<file path="src/rtl/instr_mem_pkg.sv">
`default_nettype none
// ============================================================================
//  Module   : instr_mem_pkg
//  Brief    : Shared opcode constants, FSM state type and default program
//             image for the program instruction memory.
//  Revision : 1.0 - initial release
// ============================================================================
package instr_mem_pkg;

    // Opcode encodings as they appear in the default program image
    localparam logic [5:0] c_op_nop  = 6'd0;
    localparam logic [5:0] c_op_ld0  = 6'd9;
    localparam logic [5:0] c_op_ld1  = 6'd10;
    localparam logic [5:0] c_op_add  = 6'd17;
    localparam logic [5:0] c_op_stra = 6'd32;
    localparam logic [5:0] c_op_br   = 6'd33;

    // Controller states: INIT copies the default image, RUN serves traffic
    typedef enum logic [0:0] {
        ST_INIT = 1'b0,
        ST_RUN  = 1'b1
    } state_t;

    // Default program word for a given address; everything past 16 is a NOP
    function automatic logic [7:0] default_image_word(input logic [31:0] addr);
        logic [7:0] w_word;
        case (addr)
            32'd0:   w_word = {2'b00, c_op_nop};
            32'd1:   w_word = {2'b00, c_op_br};
            32'd2:   w_word = {2'b00, c_op_ld0};
            32'd3:   w_word = {2'b00, c_op_stra};
            32'd4:   w_word = {2'b00, c_op_ld1};
            32'd5:   w_word = {2'b00, c_op_stra};
            32'd6:   w_word = {2'b00, c_op_add};
            32'd7:   w_word = 8'd18;
            32'd8:   w_word = {2'b00, c_op_ld0};
            32'd9:   w_word = {2'b00, c_op_stra};
            32'd10:  w_word = 8'd18;
            32'd11:  w_word = {2'b00, c_op_add};
            32'd12:  w_word = {2'b00, c_op_ld1};
            32'd13:  w_word = 8'd45;
            32'd14:  w_word = 8'd11;
            32'd15:  w_word = 8'd44;
            32'd16:  w_word = 8'd27;
            default: w_word = {2'b00, c_op_nop};
        endcase
        return w_word;
    endfunction

endpackage
`default_nettype wire

</file>
<file path="src/rtl/instr_mem_array.sv">
`default_nettype none
// ============================================================================
//  Module   : instr_mem_array
//  Brief    : DEPTH x WORD_W storage with one synchronous write port and one
//             synchronous read port (read-before-write on address collision).
//  Revision : 1.0 - initial release
// ============================================================================
module instr_mem_array #(
    parameter int IDX_W  = 5,
    parameter int DEPTH  = 32,
    parameter int WORD_W = 6
) (
    input  logic              clk,
    input  logic              rst,
    input  logic              i_we,
    input  logic [IDX_W-1:0]  i_waddr,
    input  logic [WORD_W-1:0] i_wdata,
    input  logic              i_re,
    input  logic [IDX_W-1:0]  i_raddr,
    output logic [WORD_W-1:0] o_rdata
);

    logic [WORD_W-1:0] r_mem [0:DEPTH-1];
    logic [WORD_W-1:0] r_rdata;

    // Storage write; contents are rebuilt by the controller after reset
    always_ff @(posedge clk) begin
        if (i_we) begin
            r_mem[i_waddr] <= i_wdata;
        end
    end

    // Registered read; samples the pre-write contents on a same-address write
    always_ff @(posedge clk or posedge rst) begin
        if (rst) begin
            r_rdata <= '0;
        end else if (i_re) begin
            r_rdata <= r_mem[i_raddr];
        end
    end

    assign o_rdata = r_rdata;

endmodule
`default_nettype wire

</file>
<file path="src/rtl/prog_instr_mem.sv">
`default_nettype none
// ============================================================================
//  Module   : prog_instr_mem
//  Brief    : Program instruction memory. Loads a default image after reset,
//             then serves one-cycle-latency fetches and loader writes.
//             Optional even-parity protection: define PROG_INSTR_MEM_PARITY_EN.
//  Revision : 1.0 - initial release
// ============================================================================
module prog_instr_mem
    import instr_mem_pkg::*;
#(
    parameter int ADDR_W  = 8,
    parameter int INSTR_W = 6,
    parameter int DEPTH   = 32
) (
    input  logic               clk,
    input  logic               rst,
    input  logic               fetch_req,
    input  logic [ADDR_W-1:0]  fetch_addr,
    output logic               fetch_valid,
    output logic [INSTR_W-1:0] instr,
    input  logic               load_valid,
    input  logic [ADDR_W-1:0]  load_addr,
    input  logic [INSTR_W-1:0] load_data,
    output logic               load_ready,
    output logic               load_err,
    output logic               init_done,
    output logic               parity_err
);

    localparam int                c_idx_w = (DEPTH > 1) ? $clog2(DEPTH) : 1;
    localparam logic [ADDR_W:0]   c_depth = (ADDR_W + 1)'(DEPTH);
    localparam logic [c_idx_w-1:0] c_last = c_idx_w'(DEPTH - 1);
`ifdef PROG_INSTR_MEM_PARITY_EN
    localparam int                c_word_w = INSTR_W + 1;
`else
    localparam int                c_word_w = INSTR_W;
`endif

    state_t               r_state;
    logic [c_idx_w-1:0]   r_ptr;
    logic                 r_fetch_valid;
    logic                 r_zero;
    logic                 r_load_err;
    logic                 r_load_ready;
    logic                 r_init_done;

    logic                 w_fetch_in_range;
    logic                 w_load_in_range;
    logic                 w_fetch_acc;
    logic                 w_load_acc;
    logic [INSTR_W-1:0]   w_init_word;
    logic                 w_we;
    logic [c_idx_w-1:0]   w_waddr;
    logic [INSTR_W-1:0]   w_wdata_raw;
    logic [c_word_w-1:0]  w_wdata;
    logic                 w_re;
    logic [c_word_w-1:0]  w_rdata;
    logic                 w_par_bad;

    assign w_fetch_in_range = ({1'b0, fetch_addr} < c_depth);
    assign w_load_in_range  = ({1'b0, load_addr} < c_depth);
    assign w_fetch_acc      = fetch_req && (r_state == ST_RUN);
    assign w_load_acc       = load_valid && r_load_ready;
    assign w_init_word      = INSTR_W'(default_image_word(32'(r_ptr)));

    // Write-port arbitration: INIT owns the port, afterwards in-range loads
    always_comb begin
        w_we        = 1'b0;
        w_waddr     = r_ptr;
        w_wdata_raw = w_init_word;
        if (r_state == ST_INIT) begin
            w_we = 1'b1;
        end else if (w_load_acc && w_load_in_range) begin
            w_we        = 1'b1;
            w_waddr     = load_addr[c_idx_w-1:0];
            w_wdata_raw = load_data;
        end
    end

    // Out-of-range fetches skip the array; r_zero forces their result to 0
    assign w_re = w_fetch_acc && w_fetch_in_range;

`ifdef PROG_INSTR_MEM_PARITY_EN
    assign w_wdata   = {^w_wdata_raw, w_wdata_raw};
    assign w_par_bad = (^w_rdata) && !r_zero;
`else
    assign w_wdata   = w_wdata_raw;
    assign w_par_bad = 1'b0;
`endif

    instr_mem_array #(
        .IDX_W  (c_idx_w),
        .DEPTH  (DEPTH),
        .WORD_W (c_word_w)
    ) u_array (
        .clk     (clk),
        .rst     (rst),
        .i_we    (w_we),
        .i_waddr (w_waddr),
        .i_wdata (w_wdata),
        .i_re    (w_re),
        .i_raddr (fetch_addr[c_idx_w-1:0]),
        .o_rdata (w_rdata)
    );

    // Controller: image copy in INIT, fetch/load bookkeeping in RUN
    always_ff @(posedge clk or posedge rst) begin
        if (rst) begin
            r_state       <= ST_INIT;
            r_ptr         <= '0;
            r_fetch_valid <= 1'b0;
            r_zero        <= 1'b1;
            r_load_err    <= 1'b0;
            r_load_ready  <= 1'b0;
            r_init_done   <= 1'b0;
        end else begin
            r_fetch_valid <= w_fetch_acc;
            r_load_err    <= w_load_acc && !w_load_in_range;
            if (w_fetch_acc) begin
                r_zero <= !w_fetch_in_range;
            end
            case (r_state)
                ST_INIT: begin
                    r_ptr <= r_ptr + 1'b1;
                    if (r_ptr == c_last) begin
                        r_state      <= ST_RUN;
                        r_ptr        <= '0;
                        r_load_ready <= 1'b1;
                        r_init_done  <= 1'b1;
                    end
                end
                ST_RUN: begin
                    r_load_ready <= 1'b1;
                    r_init_done  <= 1'b1;
                end
                default: begin
                    r_state <= ST_INIT;
                    r_ptr   <= '0;
                end
            endcase
        end
    end

    assign fetch_valid = r_fetch_valid;
    assign instr       = (r_zero || w_par_bad) ? '0 : w_rdata[INSTR_W-1:0];
    assign load_err    = r_load_err;
    assign load_ready  = r_load_ready;
    assign init_done   = r_init_done;
    assign parity_err  = r_fetch_valid && w_par_bad;

endmodule
`default_nettype wire

</file>
<file path="config.mk">
export PLATFORM = sky130hd
export DESIGN_NAME = prog_instr_mem
export DESIGN_NICKNAME = d
export VERILOG_FILES = /design/src/rtl/instr_mem_pkg.sv /design/src/rtl/instr_mem_array.sv /design/src/rtl/prog_instr_mem.sv
export SDC_FILE = /design/constraint.sdc
export NUM_CORES = 1
export LEC_CHECK = 0
export BUFFER_PORTS_ARGS = -buffer_cell sky130_fd_sc_hd__buf_2
export CAP_MARGIN = 20
export CORE_UTILIZATION = 50
export CTS_CLUSTER_SIZE = 40
export DETAILED_ROUTE_END_ITERATION = 8
export GPL_TIMING_DRIVEN = 0
export PLACE_DENSITY = 0.77
export RECOVER_POWER = 100
export SLEW_MARGIN = 5
export SYNTH_ARGS = -nofsm -noshare
export SYNTH_HDL_FRONTEND = slang
export SYNTH_HIERARCHICAL = 1
export SYNTH_SLANG_ARGS = --single-unit
</file>
<file path="constraint.sdc">
create_clock -name clk -period 3.3 [get_ports clk]
set_input_delay 0.66 -clock clk [delete_from_list [all_inputs] [get_ports clk]]
set_output_delay 0.66 -clock clk [all_outputs]
set_load 0.01 [all_outputs]
</file>
**Word-level counts from Yosys, hierarchy flattened**

Memory sizes are Yosys's and may differ from the RTL's. A register that Yosys moved wholly into a read port is not among the register bits.
Index checks and enable logic that the tools add are counted.

- $add $sub $neg: 1
- Equal/unequal tests: 2
- Muxes and demuxes: 14
- Reduce and logical (&&, ||, !) cells: 7
- Order comparisons: 2
- Bitwise operators: 1

Operators with widths:

| cell | number |
|---|---|
| 2-to-1 mux 6 bit | 3 |
| < comparator 8 x 6 -> 1 bit, second input constant | 2 |
| 2-to-1 mux 5 bit | 3 |
| 2-to-1 mux 1 bit | 7 |
| adder 5 x 1 -> 5 bit, second input constant | 1 |
| == test 5 bit, second input constant | 1 |
| logical AND 1 bit | 5 |
| zero test 1 bit | 2 |
| != test 2 x 1 -> 1 bit, second input constant | 1 |
| case mux 1 bit (2 select lines) | 1 |
| NOT 1 bit | 1 |

- Input bits: 26
- Memory bits (writable): 192
- Bits in read-only memories: 192
- Memories kept: 2
- Logic and storage cells: 35
- Output and inout bits: 11
- Flip-flop bits (word level): 10

Memories:

| memory | depth | width | read ports | clocked after Yosys merged registers in | write ports | line | source |
|---|---|---|---|---|---|---|---|
| (name not given) | 32 | 6 | 1 | 0 | 0 | instr_mem_pkg.sv:27 | `case (addr)` |
| u_array.r_mem | 32 | 6 | 1 | 1 | 1 | instr_mem_array.sv:23 | `logic [WORD_W-1:0] r_mem [0:DEPTH-1];` |

**Logic depth before layout (Yosys ltp)**

Gate-level depths: netlist of run 1.

- Depth after elaboration: 6
- Mapped depth: 8

**Modules after synthesis**

Netlist of run 1, hierarchy kept.

Modules (own cells, without submodules):

| module | area an instance (sq um) | seq. area each (sq um) | cells an instance | instances |
|---|---|---|---|---|
| instr_mem_array | 7,916.3 | 5,915.7 | 457 | 1 |
| prog_instr_mem | 839.6 | 251.5 | 94 | 1 |

**Worst setup path before layout of run 1**

No wires, ideal clock.

- Path kind: in2reg
- From: in load_addr[7]
- To: mem u_array.r_mem[0][0] (enable)
- Slack: 0.237 ns
- Required time: 2.950 ns
- Setup time: 0.350 ns
- Arrival time: 2.714 ns
- Stages on the path: 7
- Path buffers: 2
- Cells stage by stage: or3_1 > buf_6 > nor2_2 > mux2_2 > or3b_2 > clkbuf_1 > nor2_1

- Elaborated cells between the ends (all ways): 8
- Classes of those cells: order compare: 1; mux: 6; reduce/logical: 1

RTL lines:

| item | line | source |
|---|---|---|
| from (decl) | prog_instr_mem.sv:23 | `input logic [ADDR_W-1:0] load_addr,` |
| < comparator 8 x 6 -> 1 bit | prog_instr_mem.sv:62 | `assign w_load_in_range = ({1'b0, load_addr} < c_depth);` |
| logical AND 1 bit | prog_instr_mem.sv:74 | `end else if (w_load_acc && w_load_in_range) begin` |
| 2-to-1 mux 5 bit | prog_instr_mem.sv:74 |  |
| 2-to-1 mux 5 bit | prog_instr_mem.sv:72 | `if (r_state == ST_INIT) begin` |
| net w_waddr[1] | prog_instr_mem.sv:54 | `logic [c_idx_w-1:0] w_waddr;` |
| to (decl) | instr_mem_array.sv:23 |  |

The timed path passes the listed nets, and every way through them passes these cells.

**Worst setup path after layout of run 1**

- From: in load_addr[7]
- To: mem u_array.r_mem[4][5] (enable)

Same word-level chain as after synthesis.

==> results of run 1 <==
## state kept, by name (all words and copies together) (netlist names)
signal and cells:
r_ptr 5, r_zero 1, u_array/r_mem 192, fetch_valid 1
load_err 1, u_array/o_rdata 6, r_state 1, init_done 1
## metal layers
layer | GRT usage (%) | vias to the layer above | wire length [um]
met5 | 0 | - | 0
met4 | 9.86 | 0 | 696
met3 | 3.67 | 44 | 1510
met2 | 35.4 | 253 | 9330
met1 | 28.8 | 2489 | 7720
li1 | - | 2257 | -
## stage by stage
step / total power [mW] / TNS (ps) / util, %
4_1_cts: 5.36 / 0 / 57.7
3_5_place_dp: 3.22 / -30630 / 54.1
3_3_place_gp: 3.21 / -96230 / 53.6
5_1_grt: 5.46 / 0 / 57.3
6_report: 5.32 / 0 / 57.3
2_1_floorplan: 3.12 / 0 / -
## worst max-delay path, cell delays in order
cell	delay (ps)
buf_2	90
or3_1	370
buf_6	150
nor2_2	270
mux2_1	400
or3b_2	470
clkbuf_1	330
nor2_1	560
## synthesized netlist by cell type (all sizes together) (2+ instances only)
| master | number | area share [%] |
|---|---|---|
| or3b | 4 | 0.40 |
| a21oi | 24 | 1.4 |
| nand3b | 5 | 0.43 |
| mux2 | 15 | 2.0 |
| dfrtp | 15 | 4.3 |
| nor2 | 42 | 1.8 |
| nor2b | 11 | 0.79 |
| mux2i | 98 | 11 |
| nand2 | 7 | 0.30 |
| ha | 5 | 0.71 |
| a22oi | 49 | 4.2 |
| edfxtp | 192 | 66 |
| nand2b | 2 | 0.14 |
| a31oi | 2 | 0.14 |
| or3 | 3 | 0.21 |
| and2 | 3 | 0.21 |
| inv | 6 | 0.26 |
| nor3 | 4 | 0.23 |
| o21ai | 7 | 0.40 |
| clkbuf | 5 | 0.21 |
| nand3 | 5 | 0.29 |
| buf | 27 | 2.6 |
| nor4 | 6 | 0.43 |
| or2 | 2 | 0.14 |
## logic make-up (layout without fill, tap and decap cells)
kind of cell	count (synthesis)	after routing
AOI/OAI and AO/OA	87	87
xor gates and xnor gates	2	2
adders and majority gates	5	5
buffers and inverters	38	111
DFF	208	208
muxes	113	113
other	1	1
and+or+nand+nor	97	97
## power by group
| part | switching, mW | total [mW] | internal (mW) |
|---|---|---|---|
| registers | 0.00913 | 2.88 | 2.88 |
| logic | 0.162 | 0.279 | 0.116 |
| clock network | 0.911 | 2.15 | 1.24 |
## worst paths after layout
kind	startpoint	end	slack [ps]
max in group asynchronous	rst	r_zero	2800
min in group clk	load_valid	load_err	440
min	rst	u_array/o_rdata[2]	110
max	load_addr[7]	u_array/r_mem[4][5]	120
min reg2reg	u_array/o_rdata[0]	u_array/o_rdata[0]	500
max reg2reg	init_done	u_array/r_mem[4][5]	190
## cells in the final DEF (no fill, tap or decap), drive strengths merged, types with 2 or more instances in the layout
master and instances:
dfrtp 15, a22oi 49, nor2 42, nand2 7
mux2i 98, buf 50, clkbuf 43, or3 3
edfxtp 192, or3b 4, and2 3, nand3 5
ha 5, o21ai 7, a31oi 2, a21oi 24
nor4 6, clkinv 10, mux2 15, nand3b 5
or2 2, nor2b 11, nor3 4, inv 6
nand2b 2
## final cells by class
cell class              count  area (um2)  area share, %
flip-flops and latches    208        6170           62.6
multi-input cells         305        2330           23.6
clock buffers              25         541           5.49
well taps                 225         282           2.86
plain buffers              32         240           2.44
repair buffers             37         191           1.94
clock inverters            11        81.3          0.826
inverters                   6        22.5          0.229
==> run metrics, run 1 <==
setup ws final 118 ps; wirelength, routed around 19,000 um; post-synthesis simple-gate area fraction between 5 and 6%; Hold Buf Count CTS 0; Via-to-Cell Ratio a little under 6; slew at the pin with the worst max-slew slack about 1700 ps; CTS clk-pin slew, worst paths 60 ps; Longest Clk Path Bufs 3; PortBufs 34; pre-CTS WS -348 ps; prevailing post-synth register cell edfxtp_1; Post-synth EDFFs 192; Post-Syn Instances roughly 550; DR vias between 5,000 and 6,000; CP required 3420 ps; element type at the critical path start input pin; DP Area 0.00930 mm2; max-slew violations 35; first-pass GRT wire length 28,600 um; endpoint class of the critical path flop; pin count of the biggest net entering global routing 33; Final Cell Area 0.00985 mm2; layout cell share with drive strength beyond 1 between 10% and 20%; clk sinks ~210; DP HPWL about 13,000 um; final hold violations 0; post-synthesis mux area share between 10% and 20%; total I/O pin count 37; Die X between 100 and 150 um; row cnt 48; drt wl/cell 22.7 um; Adder-Cell Fraction of Synth Area 0.714%; number of global-route vias before repair ~5,000; cts repair resizes 0; failing checks capacitance limit, slew limit; FMAX between 300 and 400 MHz; pwr/cell area approximately 540 mW/mm2; critical path arrival around 3300 ps; H-tree levels 1; synthesized flop and latch total ~210; Netlist cell types 44; crit path time final 3180 ps; syn_area_per_cell 15.9 um2; global placer's final weighted congestion a little over 0.9; Min Hold Slack between 100 and 150 ps; antenna-violating nets left 0; worst skew pair latency a little under 500 ps; static leakage ~3.7 nW; status finished with violations; First-pass DRT Iterations 5; postcts setup bufs 0; Reg2Reg Depth 6; # DRC 0; Tcrit/Tclk final 96.4%; Compound-Gate Fraction of Synth Area between 6 and 7%; post-synth net total around 580; sequential share of the synthesized area roughly 70%; initial core utilization approximately 50%; largest family of logic cells by synthesized area multiplexers; number of max-cap violations 2; Crit Path Max Fanout 8; CTS tree built; Max IR drop VDD 0.000449 V; CTS buffer count 20; gr ovfl total 0; Inst Count DP around 810; gr usage total 21.8%; Yosys warning count 6; cell area after synthesis 0.00876 mm2; Hold WC Path Type in2async; DR iter-0 viols between 400 and 500; Area Overhead vs Synth 12.5%; clock root cell clkbuf_16; critical path type in2reg; xor/xnor share of the synthesized area less than 1%; # setup viols final 0; core box area 0.0172 mm2; Synth async-reset ratio a little under 8%; Die H ~130 um; Layout Nets roughly 640; unrepaired setup endpoints after global routing no; Slew headroom -13.8%; Layout Cells excl Fill about 850; Die ar. between 0.015 and 0.02 mm2; # diodes 0; initial antenna violation count 0; Clock Skews ~14 ps; Filler cells around 1,400
Power figures use the tool's default switching activity.
==> run 2, diff against run 1 <==
--- a/config.mk
+++ b/config.mk
@@ -7,11 +7,13 @@
 export LEC_CHECK = 0
 export BUFFER_PORTS_ARGS = -buffer_cell sky130_fd_sc_hd__buf_2
 export CAP_MARGIN = 20
-export CORE_UTILIZATION = 50
+export CELL_PAD_IN_SITES_DETAIL_PLACEMENT = 0
+export CELL_PAD_IN_SITES_GLOBAL_PLACEMENT = 2
+export CORE_UTILIZATION = 46
 export CTS_CLUSTER_SIZE = 40
 export DETAILED_ROUTE_END_ITERATION = 8
 export GPL_TIMING_DRIVEN = 0
-export PLACE_DENSITY = 0.77
+export PLACE_DENSITY = 0.89
 export RECOVER_POWER = 100
 export SLEW_MARGIN = 5
 export SYNTH_ARGS = -nofsm -noshare
==> run 2 against run 1 <==
Against the previous run: the run still ends with capacitance limit, slew limit left; flip-flop and latch count did not move; wire length rose by 0.26%; clock skew fell by 1.8 ps; clock power fell by 2%; sequential power barely moved; via count fell by 2.8%; combinational power rose by 1%; cell area fell by 0.13%; sequential share of layout area rose by 0.080 points; core utilization fell by 4.8 points; highest routed layer unchanged.
==> run metrics, run 2 (synthesis results as in run 1) <==
wirelength, routed 19,300 um (about the same); register area 0.00617 mm2 (unchanged); postcts setup bufs 0 (unchanged); most common cell after layout, fill and taps aside edfxtp_1 (unchanged); row cnt 50 (was 48); # setup viols final 0 (unchanged); failing checks capacitance limit, slew limit (unchanged); global placer's final weighted congestion 0.864 (was 0.927); Crit Path Max Fanout 8 (unchanged); # diodes 0 (unchanged); number of global-route vias before repair 4,981 (was 4,984); antenna-violating nets left 0 (unchanged); critical path arrival 3300 ps (about the same); core box area 0.0187 mm2 (was 0.0172 mm2); Tcrit/Tclk final 96.2% (was 96.4%); Die H 140 um (was 134 um); pin count of the biggest net entering global routing 33 (unchanged); Hold WC Path Type in2async (unchanged); Max IR drop VDD 0.000401 V (was 0.000449 V); Layout Nets 643 (was 641); most frequent cells in the layout edfxtp_1 (192), mux2i_1 (98), a22oi_1 (49) (unchanged); Final Core Density 52.6% (was 57.3%); gr ovfl total 0 (unchanged); CP required 3430 ps (was 3420 ps); status finished with violations (unchanged); # DRC 0 (unchanged); Top reg by flops u_array/r_mem (unchanged); DR vias 4,902 (was 5,043); FMAX 315 MHz (was 314 MHz); pwr/cell area 537 mW/mm2 (was 540 mW/mm2); static leakage 3.71 nW (was 3.74 nW); CTS tree built (unchanged); total I/O pin count 37 (unchanged); Min Hold Slack 96.6 ps (was 112 ps); number of max-cap violations 1 (was 2); initial core utilization 46.8% (was 51.0%); Die X 140 um (was 134 um); unrepaired setup endpoints after global routing no (unchanged); H-tree levels 1 (unchanged); Die ar. 0.0196 mm2 (was 0.0180 mm2); DP Area 0.00935 mm2 (was 0.00930 mm2); First-pass DRT Iterations 5 (unchanged); clk sinks 208 (unchanged); gr usage total 20.1% (was 21.8%); Area Overhead vs Synth 12.4% (was 12.5%); DR iter-0 viols 397 (was 450); DP HPWL 13,400 um (was 12,900 um); clock root cell clkbuf_16 (unchanged); final hold violations 0 (unchanged); Inst Count DP 823 (was 813); layout cell share with drive strength beyond 1 15.2% (was 15.5%); slew at the pin with the worst max-slew slack 1690 ps (was 1680 ps); Clock Skews 11.8 ps (was 13.7 ps); worst skew pair latency 490 ps (about the same); Slew headroom -14.1% (was -13.8%); cts repair resizes 0 (unchanged); drt wl/cell 22.5 um (was 22.7 um); Hold Buf Count CTS 0 (unchanged); Final Cell Area 0.00984 mm2 (was 0.00985 mm2); CTS clk-pin slew, worst paths 60 ps (about the same); total power 5.28 mW (was 5.32 mW); PortBufs 34 (unchanged); crit path time final 3170 ps (was 3180 ps); initial antenna violation count 0 (unchanged); Via-to-Cell Ratio 5.72 (was 5.94); max-slew violations 17 (was 35); max FFs per register 192 (unchanged); first-pass GRT wire length 29,200 um (was 28,600 um); Filler cells 1,528 (was 1,372); Longest Clk Path Bufs 3 (unchanged); area of the multi-input gates 0.00232 mm2 (was 0.00233 mm2); critical path type in2reg (unchanged); endpoint class of the critical path flop (unchanged); CTS buffer count 21 (was 20); Layout Cells excl Fill 857 (was 849); element type at the critical path start input pin (unchanged)
[run 2: cell count changes in the layout (fill, tap and decap cells not counted)]
cell,change
a31oi_4,-1
inv_6,+1
clkinv_2,-5
buf_1,+1
bufinv_16,-1
inv_8,+1
clkinvlp_4,+4
clkbuf_4,-1
buf_2,-1
buf_4,+1
a31oi_2,+1
clkinv_4,-1
[run 2: area by class of cell]
| class | count | share of cell area [%] |
|---|---|---|
| clock inverters | 10 | 0.687 |
| repair buffers | 38 | 1.98 |
| clock buffers | 24 | 5.46 |
| inverters | 6 | 0.229 |
| flip-flops and latches | 208 | 62.7 |
| multi-input cells | 305 | 23.6 |
| plain buffers | 32 | 2.43 |
| well taps | 234 | 2.98 |
[run 2: metrics by stage]
| stage | setup slack, ps | setup TNS [ps] |
|---|---|---|
| after floorplan | 237 | 0 |
| after global placement | -1020 | -106740 |
| after detailed placement | -347 | -31260 |
| after CTS | 159 | 0 |
| after global routing | 7.59 | 0 |
| final | 126 | 0 |
[run 2: routing by layer]
layer	up-vias	track usage (%)	share of wire, %
met2	148	34.3	50
met3	27	2.70	4.7
li1	2262	-	-
met1	2465	26.9	43
met4	0	6.13	2.2
met5	-	0	0
[run 2: path summary, 6_finish.rpt]
path                               startpoint                    to  slack (ps)  cells past startpoint
setup / recovery                 load_addr[7]   u_array/r_mem[0][0]         130                      8
hold / removal                            rst    u_array/o_rdata[4]         100                      2
max in group asynchronous                 rst                r_zero        2850                      2
hold reg to reg            u_array/o_rdata[4]    u_array/o_rdata[4]         500                      1
setup reg to reg                     r_ptr[0]  u_array/r_mem[15][3]         140                      5
min in group clk                   load_valid              load_err         420                      3
[run 2: report_power, final]
group	switching (mW)	leakage (nW)	internal, mW
registers	0.00973	2.15	2.88
clock network	0.938	0.284	1.17
logic	0.167	1.27	0.116
[run 2: worst max-delay path, cell delays in order]
cell      delay [ps]
buf_2             90
or3_1            380
buf_6            150
nor2_2           270
mux2_1           420
or3b_2           470
clkbuf_1         310
nor2_1           540
